## src/rtl/sync_fifo_ctrl_pkg.sv

```systemverilog
// Shared FIFO definitions: depth/count-width helpers and default flag margins.
// Imported by the controller, its interface and the bench.
package sync_fifo_ctrl_pkg;

  localparam int ASIZE_DEF     = 4;
  localparam int AF_MARGIN_DEF = 2;
  localparam int AE_MARGIN_DEF = 2;

  function automatic int depth_of(input int asize);
    return 1 << asize;
  endfunction

  // One extra bit distinguishes full from empty when the address bits match.
  function automatic int count_w(input int asize);
    return asize + 1;
  endfunction

endpackage

```

## src/rtl/sync_fifo_ctrl_if.sv

```systemverilog
// Handshake and status bundle between producer/consumer logic, the FIFO
// controller and the storage array.
interface sync_fifo_ctrl_if
  import sync_fifo_ctrl_pkg::*;
#(
  parameter int ASIZE = ASIZE_DEF
);

  logic                        w_en;
  logic                        r_en;
  logic                        flush;
  logic [ASIZE-1:0]            waddr;
  logic [ASIZE-1:0]            raddr;
  logic                        mem_we;
  logic                        wfull;
  logic                        rempty;
  logic [count_w(ASIZE)-1:0]   count;
  logic                        almost_full;
  logic                        almost_empty;
  logic                        overflow;
  logic                        underflow;

  modport master (
    output w_en, r_en, flush,
    input  waddr, raddr, mem_we, wfull, rempty, count,
    input  almost_full, almost_empty, overflow, underflow
  );

  modport slave (
    input  w_en, r_en, flush,
    output waddr, raddr, mem_we, wfull, rempty, count,
    output almost_full, almost_empty, overflow, underflow
  );

endinterface

```

## src/rtl/sync_fifo_ctrl.sv

```systemverilog
// Single-clock FIFO controller: binary read/write pointers with an extra wrap
// bit, status flags decoded from the registered pointers, sticky error flags.
module sync_fifo_ctrl
  import sync_fifo_ctrl_pkg::*;
#(
  parameter int ASIZE     = ASIZE_DEF,
  parameter int AF_MARGIN = AF_MARGIN_DEF,
  parameter int AE_MARGIN = AE_MARGIN_DEF
) (
  input  logic             clk_i,
  input  logic             rst_i,
  sync_fifo_ctrl_if.slave  bus
);

  localparam int CW    = count_w(ASIZE);
  localparam int DEPTH = depth_of(ASIZE);
  localparam logic [CW-1:0] AF_LEVEL = CW'(DEPTH - AF_MARGIN);
  localparam logic [CW-1:0] AE_LEVEL = CW'(AE_MARGIN);
  localparam logic [CW-1:0] ONE      = CW'(1);

  logic [CW-1:0] wptr_q, wptr_d;
  logic [CW-1:0] rptr_q, rptr_d;
  logic          overflow_q, overflow_d;
  logic          underflow_q, underflow_d;

  logic          empty, full, wr_acc, rd_acc;
  logic [CW-1:0] occ;

  assign empty  = (wptr_q == rptr_q);
  assign full   = (wptr_q[ASIZE] != rptr_q[ASIZE]) &&
                  (wptr_q[ASIZE-1:0] == rptr_q[ASIZE-1:0]);
  assign occ    = wptr_q - rptr_q;
  assign wr_acc = bus.w_en & ~full;
  assign rd_acc = bus.r_en & ~empty;

  // Flush behaves like reset on all state and wins over any request that cycle.
  always_comb begin
    wptr_d      = wptr_q;
    rptr_d      = rptr_q;
    overflow_d  = overflow_q;
    underflow_d = underflow_q;
    if (bus.flush) begin
      wptr_d      = '0;
      rptr_d      = '0;
      overflow_d  = 1'b0;
      underflow_d = 1'b0;
    end else begin
      if (wr_acc) wptr_d = wptr_q + ONE;
      if (rd_acc) rptr_d = rptr_q + ONE;
      overflow_d  = overflow_q  | (bus.w_en & full);
      underflow_d = underflow_q | (bus.r_en & empty);
    end
  end

  always_ff @(posedge clk_i) begin
    if (rst_i) begin
      wptr_q      <= '0;
      rptr_q      <= '0;
      overflow_q  <= 1'b0;
      underflow_q <= 1'b0;
    end else begin
      wptr_q      <= wptr_d;
      rptr_q      <= rptr_d;
      overflow_q  <= overflow_d;
      underflow_q <= underflow_d;
    end
  end

  assign bus.waddr        = wptr_q[ASIZE-1:0];
  assign bus.raddr        = rptr_q[ASIZE-1:0];
  assign bus.mem_we       = bus.w_en & ~full & ~bus.flush;
  assign bus.wfull        = full;
  assign bus.rempty       = empty;
  assign bus.count        = occ;
  assign bus.almost_full  = (occ >= AF_LEVEL);
  assign bus.almost_empty = (occ <= AE_LEVEL);
  assign bus.overflow     = overflow_q;
  assign bus.underflow    = underflow_q;

endmodule
```

## src/flat_wrapper.sv

```systemverilog
// flat-port wrapper written by rule: the top's interface ports become plain ports
module sync_fifo_ctrl_flat import sync_fifo_ctrl_pkg::*;
#(
  parameter int ASIZE     = ASIZE_DEF,
  parameter int AF_MARGIN = AF_MARGIN_DEF,
  parameter int AE_MARGIN = AE_MARGIN_DEF
)
  (clk_i, rst_i, bus_w_en, bus_r_en, bus_flush, bus_waddr, bus_raddr, bus_mem_we, bus_wfull, bus_rempty, bus_count, bus_almost_full, bus_almost_empty, bus_overflow, bus_underflow);
  sync_fifo_ctrl_if #(.ASIZE(ASIZE)) bus_i ();
  input  logic clk_i;
  input  logic rst_i;
  input wire logic [$bits(bus_i.w_en)-1:0] bus_w_en;
  input wire logic [$bits(bus_i.r_en)-1:0] bus_r_en;
  input wire logic [$bits(bus_i.flush)-1:0] bus_flush;
  output wire logic [$bits(bus_i.waddr)-1:0] bus_waddr;
  output wire logic [$bits(bus_i.raddr)-1:0] bus_raddr;
  output wire logic [$bits(bus_i.mem_we)-1:0] bus_mem_we;
  output wire logic [$bits(bus_i.wfull)-1:0] bus_wfull;
  output wire logic [$bits(bus_i.rempty)-1:0] bus_rempty;
  output wire logic [$bits(bus_i.count)-1:0] bus_count;
  output wire logic [$bits(bus_i.almost_full)-1:0] bus_almost_full;
  output wire logic [$bits(bus_i.almost_empty)-1:0] bus_almost_empty;
  output wire logic [$bits(bus_i.overflow)-1:0] bus_overflow;
  output wire logic [$bits(bus_i.underflow)-1:0] bus_underflow;
  assign bus_i.w_en = bus_w_en;
  assign bus_i.r_en = bus_r_en;
  assign bus_i.flush = bus_flush;
  assign bus_waddr = bus_i.waddr;
  assign bus_raddr = bus_i.raddr;
  assign bus_mem_we = bus_i.mem_we;
  assign bus_wfull = bus_i.wfull;
  assign bus_rempty = bus_i.rempty;
  assign bus_count = bus_i.count;
  assign bus_almost_full = bus_i.almost_full;
  assign bus_almost_empty = bus_i.almost_empty;
  assign bus_overflow = bus_i.overflow;
  assign bus_underflow = bus_i.underflow;
  sync_fifo_ctrl #(.ASIZE(ASIZE), .AF_MARGIN(AF_MARGIN), .AE_MARGIN(AE_MARGIN)) u_core (.clk_i(clk_i), .rst_i(rst_i), .bus(bus_i));
endmodule
```

## config.mk

```make
export PLATFORM = sky130hd
export DESIGN_NAME = sync_fifo_ctrl_flat
export DESIGN_NICKNAME = d
export VERILOG_FILES = /design/src/rtl/sync_fifo_ctrl_pkg.sv /design/src/rtl/sync_fifo_ctrl_if.sv /design/src/rtl/sync_fifo_ctrl.sv /design/src/flat_wrapper.sv
export SDC_FILE = /design/constraint.sdc
export NUM_CORES = 1
export LEC_CHECK = 0
export ABC_CLOCK_PERIOD_IN_PS = 2000
export CAP_MARGIN = 15
export CORE_MARGIN = 10
export CORE_UTILIZATION = 40
export CTS_CLUSTER_SIZE = 20
export DETAILED_ROUTE_END_ITERATION = 10
export PLACE_DENSITY = 0.83
export SLEW_MARGIN = 40
export SYNTH_ARGS = -nofsm -noshare
export SYNTH_HDL_FRONTEND = slang
export SYNTH_SLANG_ARGS = --single-unit
export TNS_END_PERCENT = 30
```

## constraint.sdc

```tcl
create_clock -name clk_i -period 2 [get_ports clk_i]
set_input_delay 0.3 -clock clk_i [delete_from_list [all_inputs] [get_ports clk_i]]
set_output_delay 0.3 -clock clk_i [all_outputs]
set_load 0.03 [all_outputs]
```

==> flow_metrics.env <==
export IMPL_status="complete, but fails checks"
export IMPL_violations="setup timing"
export IMPL_insertion_delay_ps=280
export IMPL_grt_max_degree=13
export IMPL_slew_violations=0
export IMPL_seq_area_frac_synth_pct=31.5
export IMPL_dr_first_iter_drc_count=25
export IMPL_final_common_cell="buf_4"
export IMPL_cts_sinks=12
export IMPL_slew_headroom_pct=76.0
export IMPL_diodes=0
export IMPL_ys_top_cells_by_area="dfxtp_1, ha_1, xnor2_1"
export IMPL_final_cell_mix="buf_4, clkdlybuf4s50_1, nor2_1"
export IMPL_dr_total_vias=744
export IMPL_syn_to_final_growth_pct=62.7
export IMPL_ios=25
export IMPL_stdcell_count=150
export IMPL_critPathLaunchType="register"
export IMPL_ir_drop_uv=393
export IMPL_required_ps=1700
export IMPL_grt_pass1_vias=793
export IMPL_start_util_pct=43.2
export IMPL_synthCells=88
export IMPL_fillers=146
export IMPL_numPortBuffers=24
export IMPL_timing_critical_path_mode_cell="inv_2"
export IMPL_cts_clk_slew_worst_paths_ps=80
export IMPL_cp_num_buf_inv=3
export IMPL_utilization_pct=70.3
export IMPL_synth_distinct_cells=22
export IMPL_fp_dieH_um=63.6
export IMPL_worst_slack_ps=-366
export IMPL_nets=138
export IMPL_period_needed_ps=2370
export IMPL_clock_fmax_mhz=423
export IMPL_cp_cell_sequence="inv_2, ha_4, inv_2, fa_2, a21o_1, a21oi_4, xnor2_4, a2111oi_4, buf_4"
export IMPL_crit_path_max_fanout=3
export IMPL_criticalPathCategory="register to primary output"
export IMPL_cts_tree="yes"
export IMPL_setup_viol=7
export IMPL_place_hpwl_um=1590
export IMPL_gp_congestion=0.794
export IMPL_cts_root_buf="clkbuf_4"
export IMPL_cp_endpoint="bus_almost_empty"
export IMPL_dp_cells=142
export IMPL_power_leakage_nw=0.519
export IMPL_dr_pass1_iters=4
export IMPL_drive_gt1_share_pct=37.6
export IMPL_antenna_found_initial=0
export IMPL_cts_path_max_buffers=2
export IMPL_synth_top_area_share_pct=31.5
export IMPL_max_stage_delay_ps=330
export IMPL_pwr_density_cell_mw_per_mm2=457
export IMPL_wl_per_cell_um=14.3
export IMPL_cts_inserted_buffers=3
export IMPL_ys_ff_latch=12
export IMPL_grt_pass1_wl_um=3620
export IMPL_final_period_utilization_pct=118
export IMPL_grt_overflow=0
export IMPL_dieArea_mm2=0.00405
export IMPL_row_count=15
export IMPL_postRouteAntennaNets=0
export IMPL_hold_viol=0
export IMPL_yosysWarningCount=0
export IMPL_syn_num_nets=100
export IMPL_hp_class="register to register"
export IMPL_tightest_slew_ps=358
export IMPL_r2r_cells=6
export IMPL_r2r_start="u_core.rptr_q[3]$_SDFFE_PP0P_"
export IMPL_die_x_um=63.6
export IMPL_r2r_end="u_core.rptr_q[1]$_SDFFE_PP0P_"
export IMPL_synth_top_cell_by_area="dfxtp_1"
export IMPL_slowest_stage="dfxtp_2"
export IMPL_ctsHoldBuffers=0
export IMPL_viasPerCell=4.96
export IMPL_cap_viol_max_count=0
export IMPL_drc=0
export IMPL_grt_setup_unrepaired="true"
export IMPL_syn_mean_instance_area_um2=8.66
export IMPL_critPathLaunch="u_core.wptr_q[0]$_SDFFE_PP0N_"
export IMPL_endpoint_kind="primary output"
export IMPL_skew_ps=1.33
export IMPL_arrival_ps=2070
export IMPL_cpLargestDelayFamily="compound AO/OA/AOI/OAI gates"
export IMPL_totalWireLength_um=2140
export IMPL_core_area_mm2=0.00176
export IMPL_grt_use_total_pct=10.9
export IMPL_htreeDepth=1
export IMPL_r2r_slack_ps=90
export IMPL_crit_cells=9
export IMPL_netlist_area_um2=762
how the worst min path moves through the flow:
stage	startpoint	end	slack, ps	cells past startpoint
after floorplan	bus_w_en	u_core.bus.overflow$_SDFF_PP0_	440	2
after global placement	u_core.bus.underflow$_SDFF_PP0_	u_core.bus.underflow$_SDFF_PP0_	450	2
after detailed placement	u_core.bus.underflow$_SDFF_PP0_	u_core.bus.underflow$_SDFF_PP0_	460	2
after CTS	u_core.bus.underflow$_SDFF_PP0_	u_core.bus.underflow$_SDFF_PP0_	480	2
after global routing	u_core.bus.underflow$_SDFF_PP0_	u_core.bus.underflow$_SDFF_PP0_	550	2
final	u_core.bus.underflow$_SDFF_PP0_	u_core.bus.underflow$_SDFF_PP0_	480	2
where the power goes:
part / leakage, nW / total, mW / internal [mW] / switching (mW)
registers: 0.0979 / 0.244 / 0.242 / 0.00232
logic: 0.400 / 0.123 / 0.0557 / 0.0670
clock network: 0.0210 / 0.199 / 0.111 / 0.0886
total: 0.519 / 0.566 / 0.409 / 0.158
synthesized netlist by cell type:
library cell,count
inv_1,6
buf_4,8
dfxtp_1,12
o21ai_0,4
ha_1,6
a31oi_1,1
xor2_1,4
nor2_1,13
xnor2_1,7
a21o_1,2
a31o_2,1
a2111oi_2,1
or2_2,1
and4_1,1
nand4_1,5
mux2i_1,2
fa_1,1
o211ai_1,1
a21oi_1,8
nand2_1,1
clkbuf_1,1
or3_1,2
area by class of cell:
cell class	instances	area, µm²	share of cell area (%)
multi-input cells	61	541	43.6
repair buffers	42	367	29.6
flip-flops and latches	12	243	19.6
clock buffers	4	36.3	2.93
well taps	25	31.3	2.52
inverters	6	22.5	1.82
per-stage QoR:
stage / hold WS, ps / setup TNS [ps] / total power [mW] / area, µm² / setup slack [ps]
2_1_floorplan: 441 / -354 / 0.319 / 830 / -227
3_3_place_gp: 453 / -50.2 / 0.361 / 1120 / -29.5
3_5_place_dp: 462 / -176 / 0.363 / 1120 / -85.6
4_1_cts: 485 / -1600 / 0.565 / 1210 / -370
5_1_grt: 547 / -2380 / 0.588 / 1240 / -451
6_report: 478 / -1500 / 0.566 / 1240 / -366
routing by layer:
layer / GRT usage, % / vias to the layer above / part of all wire (%)
met1: 11.3 / 347 / 42
li1: - / 372 / -
met4: 4.92 / 0 / 1.0
met3: 3.53 / 4 / 5.4
met5: 0 / - / 0
met2: 19.5 / 21 / 52
registers in the layout (all words and copies together), names as in the netlist:
name and cells:
u_core.rptr_q 5, u_core.wptr_q 5, u_core.bus.overflow 1, u_core.bus.underflow 1
timing repair:
| action | in CTS | in global routing |
|---|---|---|
| pin swaps | 0 | 0 |
| buffers inserted | 2 | 2 |
| endpoints found under the setup margin | 10 | 10 |
| resized for setup | 14 | 1 |
cell families after synthesis:
family                     synth area share, %
DFF                                       31.5
and+or+nand+nor                           14.6
AOI/OAI and AO/OA                         14.8
muxes                                     2.63
buffers and inverters                     11.3
adders and majority gates                 12.5
xor gates and xnor gates                  12.6
worst min-delay path, stage by stage (launching register included):
cell and delay [ps]:
dfxtp_1 330, a21oi_1 40, nor2_1 70
Power figures use the tool's default switching activity.
